`src/rtl/console_pkg.sv`:
```
// Shared constants, control codes and FSM encoding for the 70x30 text console.
package console_pkg;

    localparam int COLS   = 70;
    localparam int ROWS   = 30;
    localparam int ADDR_W = 12;
    localparam int CELLS  = COLS * ROWS;

    localparam logic [7:0] BLANK = 8'h20;
    localparam logic [7:0] CH_LF = 8'h0A;
    localparam logic [7:0] CH_CR = 8'h0D;
    localparam logic [7:0] CH_BS = 8'h08;
    localparam logic [7:0] CH_FF = 8'h0C;

    localparam logic [6:0]        LAST_COL  = 7'(COLS - 1);
    localparam logic [4:0]        LAST_ROW  = 5'(ROWS - 1);
    localparam logic [ADDR_W-1:0] LAST_ADDR = ADDR_W'(CELLS - 1);

    typedef enum logic [1:0] {
        ST_CLR_ALL,
        ST_IDLE,
        ST_PUT,
        ST_CLR_ROW
    } state_t;

    function automatic logic is_printable(input logic [7:0] c);
        return (c >= 8'h20) && (c <= 8'h7E);
    endfunction

endpackage

```
`src/rtl/console_addr_map.sv`:
```
// Maps a logical (row, col) through the circular row offset to a physical
// character RAM address: prow * 70 + col.
module console_addr_map
    import console_pkg::*;
(
    input  logic [4:0]        row,
    input  logic [6:0]        col,
    input  logic [4:0]        top,
    output logic [ADDR_W-1:0] addr
);

    logic [5:0]        row_sum;
    logic [4:0]        prow;
    logic [ADDR_W-1:0] prow_w;

    always_comb begin
        row_sum = {1'b0, row} + {1'b0, top};
        prow    = (row_sum >= 6'(ROWS)) ? 5'(row_sum - 6'(ROWS)) : row_sum[4:0];
        prow_w  = ADDR_W'(prow);
        // 70 = 64 + 4 + 2, kept as shifts so no multiplier is inferred
        addr    = (prow_w << 6) + (prow_w << 2) + (prow_w << 1) + ADDR_W'(col);
    end

endmodule

```
`src/rtl/text_console_ctrl.sv`:
```
// Text console controller: decodes an ASCII byte stream into character RAM
// writes, scrolls via a circular row offset, and shares the RAM port with VGA.
module text_console_ctrl
    import console_pkg::*;
(
    input  logic              pclk,
    input  logic              reset,
    input  logic              in_valid,
    input  logic [7:0]        in_char,
    output logic              in_ready,
    input  logic              vga_rd,
    input  logic [6:0]        vga_x,
    input  logic [4:0]        vga_y,
    output logic [7:0]        vga_ascii,
    output logic [ADDR_W-1:0] mem_addr,
    output logic              mem_we,
    output logic [7:0]        mem_wdata,
    input  logic [7:0]        mem_rdata,
    output logic [6:0]        cursor_x,
    output logic [4:0]        cursor_y,
    output logic              busy
);

    state_t            state_q, state_d;
    logic [6:0]        cx_q, cx_d;
    logic [4:0]        cy_q, cy_d;
    logic [4:0]        top_q, top_d;
    logic [ADDR_W-1:0] cnt_q, cnt_d;
    logic [7:0]        put_data_q, put_data_d;
    logic              put_adv_q, put_adv_d;
    logic              rd_q, rd_d;

    logic [ADDR_W-1:0] vga_addr;
    logic [ADDR_W-1:0] wr_map_addr;
    logic [4:0]        wr_row;
    logic [6:0]        wr_col;

    logic              wr_en;
    logic [ADDR_W-1:0] wr_addr;
    logic [7:0]        wr_data;

    logic              adv_scroll;
    logic [4:0]        adv_cy;
    logic [4:0]        adv_top;

    // Row clears always target logical row 29 under the already-advanced top
    assign wr_row = (state_q == ST_CLR_ROW) ? LAST_ROW : cy_q;
    assign wr_col = (state_q == ST_CLR_ROW) ? cnt_q[6:0] : cx_q;

    console_addr_map u_vga_map (
        .row  (vga_y),
        .col  (vga_x),
        .top  (top_q),
        .addr (vga_addr)
    );

    console_addr_map u_wr_map (
        .row  (wr_row),
        .col  (wr_col),
        .top  (top_q),
        .addr (wr_map_addr)
    );

    assign adv_scroll = (cy_q == LAST_ROW);
    assign adv_cy     = adv_scroll ? cy_q : cy_q + 5'd1;
    assign adv_top    = (top_q == LAST_ROW) ? 5'd0 : top_q + 5'd1;

    always_comb begin
        state_d    = state_q;
        cx_d       = cx_q;
        cy_d       = cy_q;
        top_d      = top_q;
        cnt_d      = cnt_q;
        put_data_d = put_data_q;
        put_adv_d  = put_adv_q;
        rd_d       = vga_rd;
        wr_en      = 1'b0;
        wr_addr    = wr_map_addr;
        wr_data    = BLANK;
        in_ready   = 1'b0;
        busy       = 1'b0;

        case (state_q)
            ST_CLR_ALL: begin
                busy    = 1'b1;
                wr_en   = 1'b1;
                wr_addr = cnt_q;
                if (!vga_rd) begin
                    if (cnt_q == LAST_ADDR) begin
                        cnt_d   = '0;
                        state_d = ST_IDLE;
                    end else begin
                        cnt_d = cnt_q + ADDR_W'(1);
                    end
                end
            end

            ST_IDLE: begin
                in_ready = 1'b1;
                if (in_valid) begin
                    if (is_printable(in_char)) begin
                        put_data_d = in_char;
                        put_adv_d  = 1'b1;
                        state_d    = ST_PUT;
                    end else begin
                        case (in_char)
                            CH_LF: begin
                                cx_d = '0;
                                cy_d = adv_cy;
                                if (adv_scroll) begin
                                    top_d   = adv_top;
                                    cnt_d   = '0;
                                    state_d = ST_CLR_ROW;
                                end
                            end
                            CH_CR: cx_d = '0;
                            CH_BS: begin
                                // No reverse wrap: backspace at column 0 is dropped
                                if (cx_q != 7'd0) begin
                                    cx_d       = cx_q - 7'd1;
                                    put_data_d = BLANK;
                                    put_adv_d  = 1'b0;
                                    state_d    = ST_PUT;
                                end
                            end
                            CH_FF: begin
                                cx_d    = '0;
                                cy_d    = '0;
                                top_d   = '0;
                                cnt_d   = '0;
                                state_d = ST_CLR_ALL;
                            end
                            default: ;
                        endcase
                    end
                end
            end

            ST_PUT: begin
                wr_en   = 1'b1;
                wr_data = put_data_q;
                if (!vga_rd) begin
                    state_d = ST_IDLE;
                    if (put_adv_q) begin
                        if (cx_q == LAST_COL) begin
                            cx_d = '0;
                            cy_d = adv_cy;
                            if (adv_scroll) begin
                                top_d   = adv_top;
                                cnt_d   = '0;
                                state_d = ST_CLR_ROW;
                            end
                        end else begin
                            cx_d = cx_q + 7'd1;
                        end
                    end
                end
            end

            ST_CLR_ROW: begin
                busy  = 1'b1;
                wr_en = 1'b1;
                if (!vga_rd) begin
                    if (cnt_q[6:0] == LAST_COL) begin
                        cnt_d   = '0;
                        state_d = ST_IDLE;
                    end else begin
                        cnt_d = cnt_q + ADDR_W'(1);
                    end
                end
            end

            default: begin
                cnt_d   = '0;
                state_d = ST_CLR_ALL;
            end
        endcase
    end

    always_ff @(posedge pclk) begin
        if (reset) begin
            state_q    <= ST_CLR_ALL;
            cx_q       <= '0;
            cy_q       <= '0;
            top_q      <= '0;
            cnt_q      <= '0;
            put_data_q <= BLANK;
            put_adv_q  <= 1'b0;
            rd_q       <= 1'b0;
        end else begin
            state_q    <= state_d;
            cx_q       <= cx_d;
            cy_q       <= cy_d;
            top_q      <= top_d;
            cnt_q      <= cnt_d;
            put_data_q <= put_data_d;
            put_adv_q  <= put_adv_d;
            rd_q       <= rd_d;
        end
    end

    // VGA always wins the port; a pending write simply waits
    assign mem_addr  = vga_rd ? vga_addr : wr_addr;
    assign mem_we    = wr_en && !vga_rd && !reset;
    assign mem_wdata = wr_data;
    assign vga_ascii = rd_q ? mem_rdata : BLANK;
    assign cursor_x  = cx_q;
    assign cursor_y  = cy_q;

endmodule

```
`config.mk`:
```
export PLATFORM = sky130hd
export DESIGN_NAME = text_console_ctrl
export DESIGN_NICKNAME = d
export VERILOG_FILES = /design/src/rtl/console_pkg.sv /design/src/rtl/console_addr_map.sv /design/src/rtl/text_console_ctrl.sv
export SDC_FILE = /design/constraint.sdc
export NUM_CORES = 1
export LEC_CHECK = 0
export CAP_MARGIN = 20
export CORE_ASPECT_RATIO = 1.75
export CORE_UTILIZATION = 49
export CTS_CLUSTER_DIAMETER = 120
export DETAILED_ROUTE_END_ITERATION = 12
export PLACE_DENSITY = 0.78
export SYNTH_ARGS = -nofsm -noshare
export SYNTH_HDL_FRONTEND = slang
export SYNTH_SLANG_ARGS = --single-unit
```
`constraint.sdc`:
```
create_clock -name pclk -period 8.1 [get_ports pclk]
set_input_delay 2.43 -clock pclk [delete_from_list [all_inputs] [get_ports pclk]]
set_output_delay 2.43 -clock pclk [all_outputs]
set_load 0.01 [all_outputs]
```
# Word-level counts from Yosys, hierarchy flattened
# Cells that the tools add are included.
dict set report totals {
  wordCells 140
  in_bits 32
  reg_bits 41
  output_inout_bits 43
}
dict set report classes {
  addsub 15
  magnitude_cmp 4
  n_mux 68
  reduce_logical 18
  eq_ne 27
}
# operator count
set ops {}
lappend ops {{$mux W12} 12}
lappend ops {{$mux W5} 16}
lappend ops {{$mux W7} 7}
lappend ops {{$pmux W12 S4} 1}
lappend ops {{$mux W8} 5}
lappend ops {{$pmux W5 S2} 4}
lappend ops {{$eq A8 B4 Y1 const B} 4}
lappend ops {{$pmux W7 S2} 2}
lappend ops {{$add A11 B7 Y12} 2}
lappend ops {{$add A12 B6 Y12} 2}
lappend ops {{$add A12 B7 Y12} 2}
lappend ops {{$mux W2} 12}
lappend ops {{$pmux W12 S2} 1}
lappend ops {{$ne A2 B2 Y1 const B} 8}
lappend ops {{$eq A7 B7 Y1 const B} 2}
lappend ops {{$reduce_and A7 Y1} 2}
lappend ops {{$add A12 B1 Y12 const B} 1}
lappend ops {{$add A5 B5 Y6} 2}
lappend ops {{$eq A12 B12 Y1 const B} 1}
lappend ops {{$ge A6 B5 Y1 const B} 2}
lappend ops {{$add A5 B1 Y5 const B} 2}
lappend ops {{$eq A5 B5 Y1 const B} 2}
lappend ops {{$sub A5 B5 Y5 const B} 2}
lappend ops {{$reduce_and A9 Y1} 1}
lappend ops {{23 further kinds} 37}

# Logic depth before layout (Yosys ltp)
dict set report logic_depth {
  word_depth 10
  mapped_depth 21
  ltp_nobuf 21
}

# By module
# A second synthesis with hierarchy kept.
dict set report unflattened {
  cells_unflattened 605
  area_unflattened_um2 4829.6
}
# mod area_per_inst_um2 cells_each instances seq_area_each_um2
set modules_own_cells {}
lappend modules_own_cells {text_console_ctrl 3120.5 401 1 820.8}
lappend modules_own_cells {console_addr_map 854.6 102 2 0.0}

# Least setup slack after synthesis
# No wires, ideal clock.
dict set report synth_path {
  path_kind {input port to output port}
  start {input vga_y[0]}
  end {output mem_addr[9]}
  t_required_ps 5670
  setup_slack_ps -557
  path_buffers 0
  cell_stages 17
  arrival_time_ps 6227
  cell_sequence {ha_1 -> inv_1 -> fa_1 -> nand2b_1 -> a21oi_1 -> xor2_1 -> a311oi_1 -> nor3_1 -> fa_1 -> inv_1 -> ha_1 -> a21oi_1 -> nor2b_1 -> o31ai_1 -> a221oi_1 -> xor2_1 -> a211oi_1}
}
dict set report synth_between {
  elab_chain_cells 7
  word_cells_on_any_way 8
  cone_classes {add/sub: 5; order compare: 1; mux: 2}
}
# item line
set synth_rtl {}
lappend synth_rtl {{from (decl)} text_console_ctrl.sv:13} ;# input logic [4:0] vga_y,
lappend synth_rtl {{$add A5 B5 Y6 (*)} console_addr_map.sv:17} ;# row_sum = {1'b0, row} + {1'b0, top};
lappend synth_rtl {{$sub A5 B5 Y5 / $ge A6 B5 Y1 (equally long branches)} console_addr_map.sv:18} ;# prow = (row_sum >= 6'(ROWS)) ? 5'(row_sum - 6'(ROWS)) : row_sum[4:0];
lappend synth_rtl {{$mux W5 (*)} console_addr_map.sv:18}
lappend synth_rtl {{$add A11 B7 Y12} console_addr_map.sv:21} ;# addr = (prow_w << 6) + (prow_w << 2) + (prow_w << 1) + ADDR_W'(col);
lappend synth_rtl {{$add A12 B6 Y12 (*)} console_addr_map.sv:21}
lappend synth_rtl {{$add A12 B7 Y12 (*)} console_addr_map.sv:21}
lappend synth_rtl {{$mux W12 (*)} text_console_ctrl.sv:203} ;# assign mem_addr = vga_rd ? vga_addr : wr_addr;
lappend synth_rtl {{to (decl)} text_console_ctrl.sv:15} ;# output logic [ADDR_W-1:0] mem_addr,
# Mark *: on every way between the ends. The rest lies on a longest branch, timed or not.

# Worst setup path in the final report
# Ends and elaborated chain as after synthesis.

==> metrics <==
violated checks negative setup slack; setup ws final -0.542 ns; cts hold-fix bufs 0; Post-Synth Simple-Gate Area 24.5%; Crit path required time roughly 5.7 ns; final wirelength approximately 12 mm; Compound-Gate Fraction of Synth Area a little under a quarter; Synth Instances around 570; Period minus WS final 8.64 ns; CTS Buffer Depth 2; unrepaired setup endpoints after global routing yes; Port Buf Inserts 74; final core occ 67.2%; FMAX 0.116 GHz; clock-pin slew of the registers on the worst-case setup and hold paths 0.06 ns; Syn Nets ~650; area delta synth->final 32.8%; Layout Nets 749; Row Count 45; vias in the first global route between 4000 and 5000; CP endpoint kind primary output; vias 4493; Vias/cell 5.77; Comb pwr share about 30%; R2R cell count 8; total track usage between 20% and 30%; CTS tree done; clock share of power 34.2%; first-pass GRT wire length 19.8 mm; clock root cell clkbuf_16; synthesized flop and latch total 41; power density over the cells about 100 nW/um^2; drc violations 0; worst clock skew between 0.006 and 0.007 ns; Post-Synth Adder-Cell Area 17.7%; status finished with violations; Static Leak ~2.5 nW; GPL Wtd Cong approximately 0.89; Int Pwr 0.419 mW; startpoint types input pin; P_sw about 0.17 mW; arrival time worst endpoint 6.21 ns; Hold Crit Class flop to flop; Pins Over Slew Limit 0; Post-Route Setup TNS -2.32 ns; Antenna Violating Nets Remaining 0; sw frac ~28%; clk sinks 41; GRT overflow 0; dpl hpwl 9.13 mm; initial antenna violation count 0; Ys Warns 0; MaxCap Viol Count 0; Worst-Skew Late Latency between 0.2 and 0.3 ns; die area around 9400 sq um; part of the Yosys area used for sequential elements about a fifth; Synth Area in XOR/XNOR 4.39%; final setup fails 6; mux cell area share after synthesis 4.05%; Seq pwr share between 30% and 40%; most common flop cell mapped by yosys dfxtp_1; Synth Cell Area 4390 sq um; Initial Util 50.6%; largest net degree at the start of global routing 34; synthesized area per cell between 7 and 8 sq um; Core Footprint 8670 sq um; part of the cycle the worst path needs 107%; Post-synth ARST share 0%; VDD IR-drop max approximately 0.00014 V; number of enable flip-flop cells after synthesis 0; # H-tree levels 2; Hold Fails Final Rpt 0; Top Ports 75; hold path depth 1; Die H around 130 um; die width between 70 and 80 um; Slew headroom about 44%; ant diodes 0; largest family of logic cells by synthesized area simple AND/OR/NAND/NOR gates; crit-path max FO 2; DR iter-0 viols 173; actual slew at the worst max-slew pin 0.838 ns; wire per inst 15.6 um; DRT Pass-1 Iters 4; share of layout cells above drive strength 1 18.6%; CTS Buf Count 5; CP Class input pin to primary output; Unique masters post-synth 70
-- cells in the final DEF (no fill, tap or decap), types with 6 or more instances in the layout --
cell,instances
nor2_1,71
clkdlybuf4s50_1,61
inv_1,44
dfxtp_1,41
ha_1,37
buf_4,37
a21oi_1,34
o21ai_0,24
nand2_1,22
and2_1,16
nor3_1,16
a211oi_1,15
and3_1,13
xor2_1,11
mux2i_1,11
nand3b_1,10
nand4_1,10
fa_1,10
a21o_1,9
nand3_1,9
a22oi_1,8
buf_2,8
nand2b_1,7
o21a_1,7
or2_2,6
a31oi_1,6
ha_4,6
-- power by group through the flow --
| stage | sequential [mW] | clock [mW] | combinational (mW) |
|---|---|---|---|
| after CTS | 0.204 | 0.204 | 0.174 |
| final | 0.204 | 0.200 | 0.180 |
| after global routing | 0.204 | 0.214 | 0.196 |
| after global placement | 0.209 | 0 | 0.156 |
| after floorplan | 0.208 | 0 | 0.0857 |
| after detailed placement | 0.209 | 0 | 0.160 |
-- cells by family after synthesis --
family	Yosys count
simple gates	207
compound gates	151
buf+inv	72
fa+ha+maj	55
flops	41
xor+xnor	22
mux	17
-- repair_timing --
item                                   CTS  global route
pin swaps                               30            17
endpoints found under the hold margin    0             0
resized for setup                       61            12
setup buffers                           11             4
setup endpoints to repair               10             9
-- worst max-delay path: stages --
cell and delay, ns:
buf_6 0.08, ha_4 0.13, inv_2 0.03, fa_2 0.36, buf_4 0.16, xor2_2 0.15, buf_4 0.15, nor3_4 0.18
nor2_1 0.06, mux2_4 0.27, inv_2 0.08, buf_6 0.09, fa_1 0.38, inv_2 0.10, ha_4 0.19, a21o_1 0.16
a21oi_2 0.16, nor2b_2 0.07, o31ai_2 0.26, buf_4 0.17, a221oi_4 0.06, xor2_1 0.15, a211oi_2 0.19, buf_2 0.16
-- per-layer routing --
metal	wire length [um]	vias up	track usage (%)
met5	0	-	0
met4	447	0	12.3
met3	224	32	3.00
met2	6600	78	51.4
met1	4850	2179	27.1
li1	-	2204	-
-- cells in the mapped netlist, types with 7 or more instances --
cell | instances | area share (%)
nor2_1 | 73 | 6.2
inv_1 | 49 | 4.2
ha_1 | 43 | 12
dfxtp_1 | 41 | 19
a21oi_1 | 40 | 4.6
o21ai_0 | 25 | 2.9
nand2_1 | 22 | 1.9
nor3_1 | 19 | 2.2
a211oi_1 | 17 | 2.9
and2_1 | 16 | 2.3
clkbuf_1 | 15 | 1.3
and3_1 | 13 | 1.9
fa_1 | 12 | 5.5
xor2_1 | 12 | 2.4
mux2i_1 | 11 | 2.5
nand3b_1 | 10 | 1.7
nand4_1 | 10 | 1.4
xnor2_1 | 10 | 2.0
a21o_1 | 9 | 1.5
nand3_1 | 9 | 1.0
a22oi_1 | 8 | 1.4
nand2b_1 | 8 | 1.1
o21a_1 | 7 | 1.2
-- flip-flops by register name, summed over array words and instances, names as in the netlist --
register and count:
state_q 2, top_q 5, cursor_y 5, cnt_q 12, cursor_x 7, put_adv_q 1
rd_q 1, put_data_q 8
-- final cells by class --
cell class	instances	area, sq um
multi-input combinational	452	3540
inverter	49	184
clock inverter	1	7.51
clock buffer	6	139
tap	117	146
timing repair buffer	113	993
sequential	41	821
fill	749	2840
-- per-stage QoR --
stage                     power, mW  instances  setup WS (ns)  cell area (sq um)  hold slack [ns]
after global routing          0.613        779         -0.679               5830            0.540
after global placement        0.365        763          -1.24               5490            0.474
final                         0.584        779         -0.542               5830            0.500
after floorplan               0.294        565         -0.152               4500            0.462
after CTS                     0.581        778         -0.535               5770            0.502
after detailed placement      0.369        763          -1.37               5490            0.489
-- final timing paths --
| kind | slack (ns) | end | from |
|---|---|---|---|
| worst min register to register | 0.50 | put_data_q[7] | put_data_q[7] |
| worst max-delay path | -0.54 | mem_addr[9] | vga_y[0] |
| worst min-delay path | 0.50 | put_data_q[7] | put_data_q[7] |
| worst max register to register | 5.20 | cnt_q[2] | state_q[0] |
(Power assumes the default switching activity.)
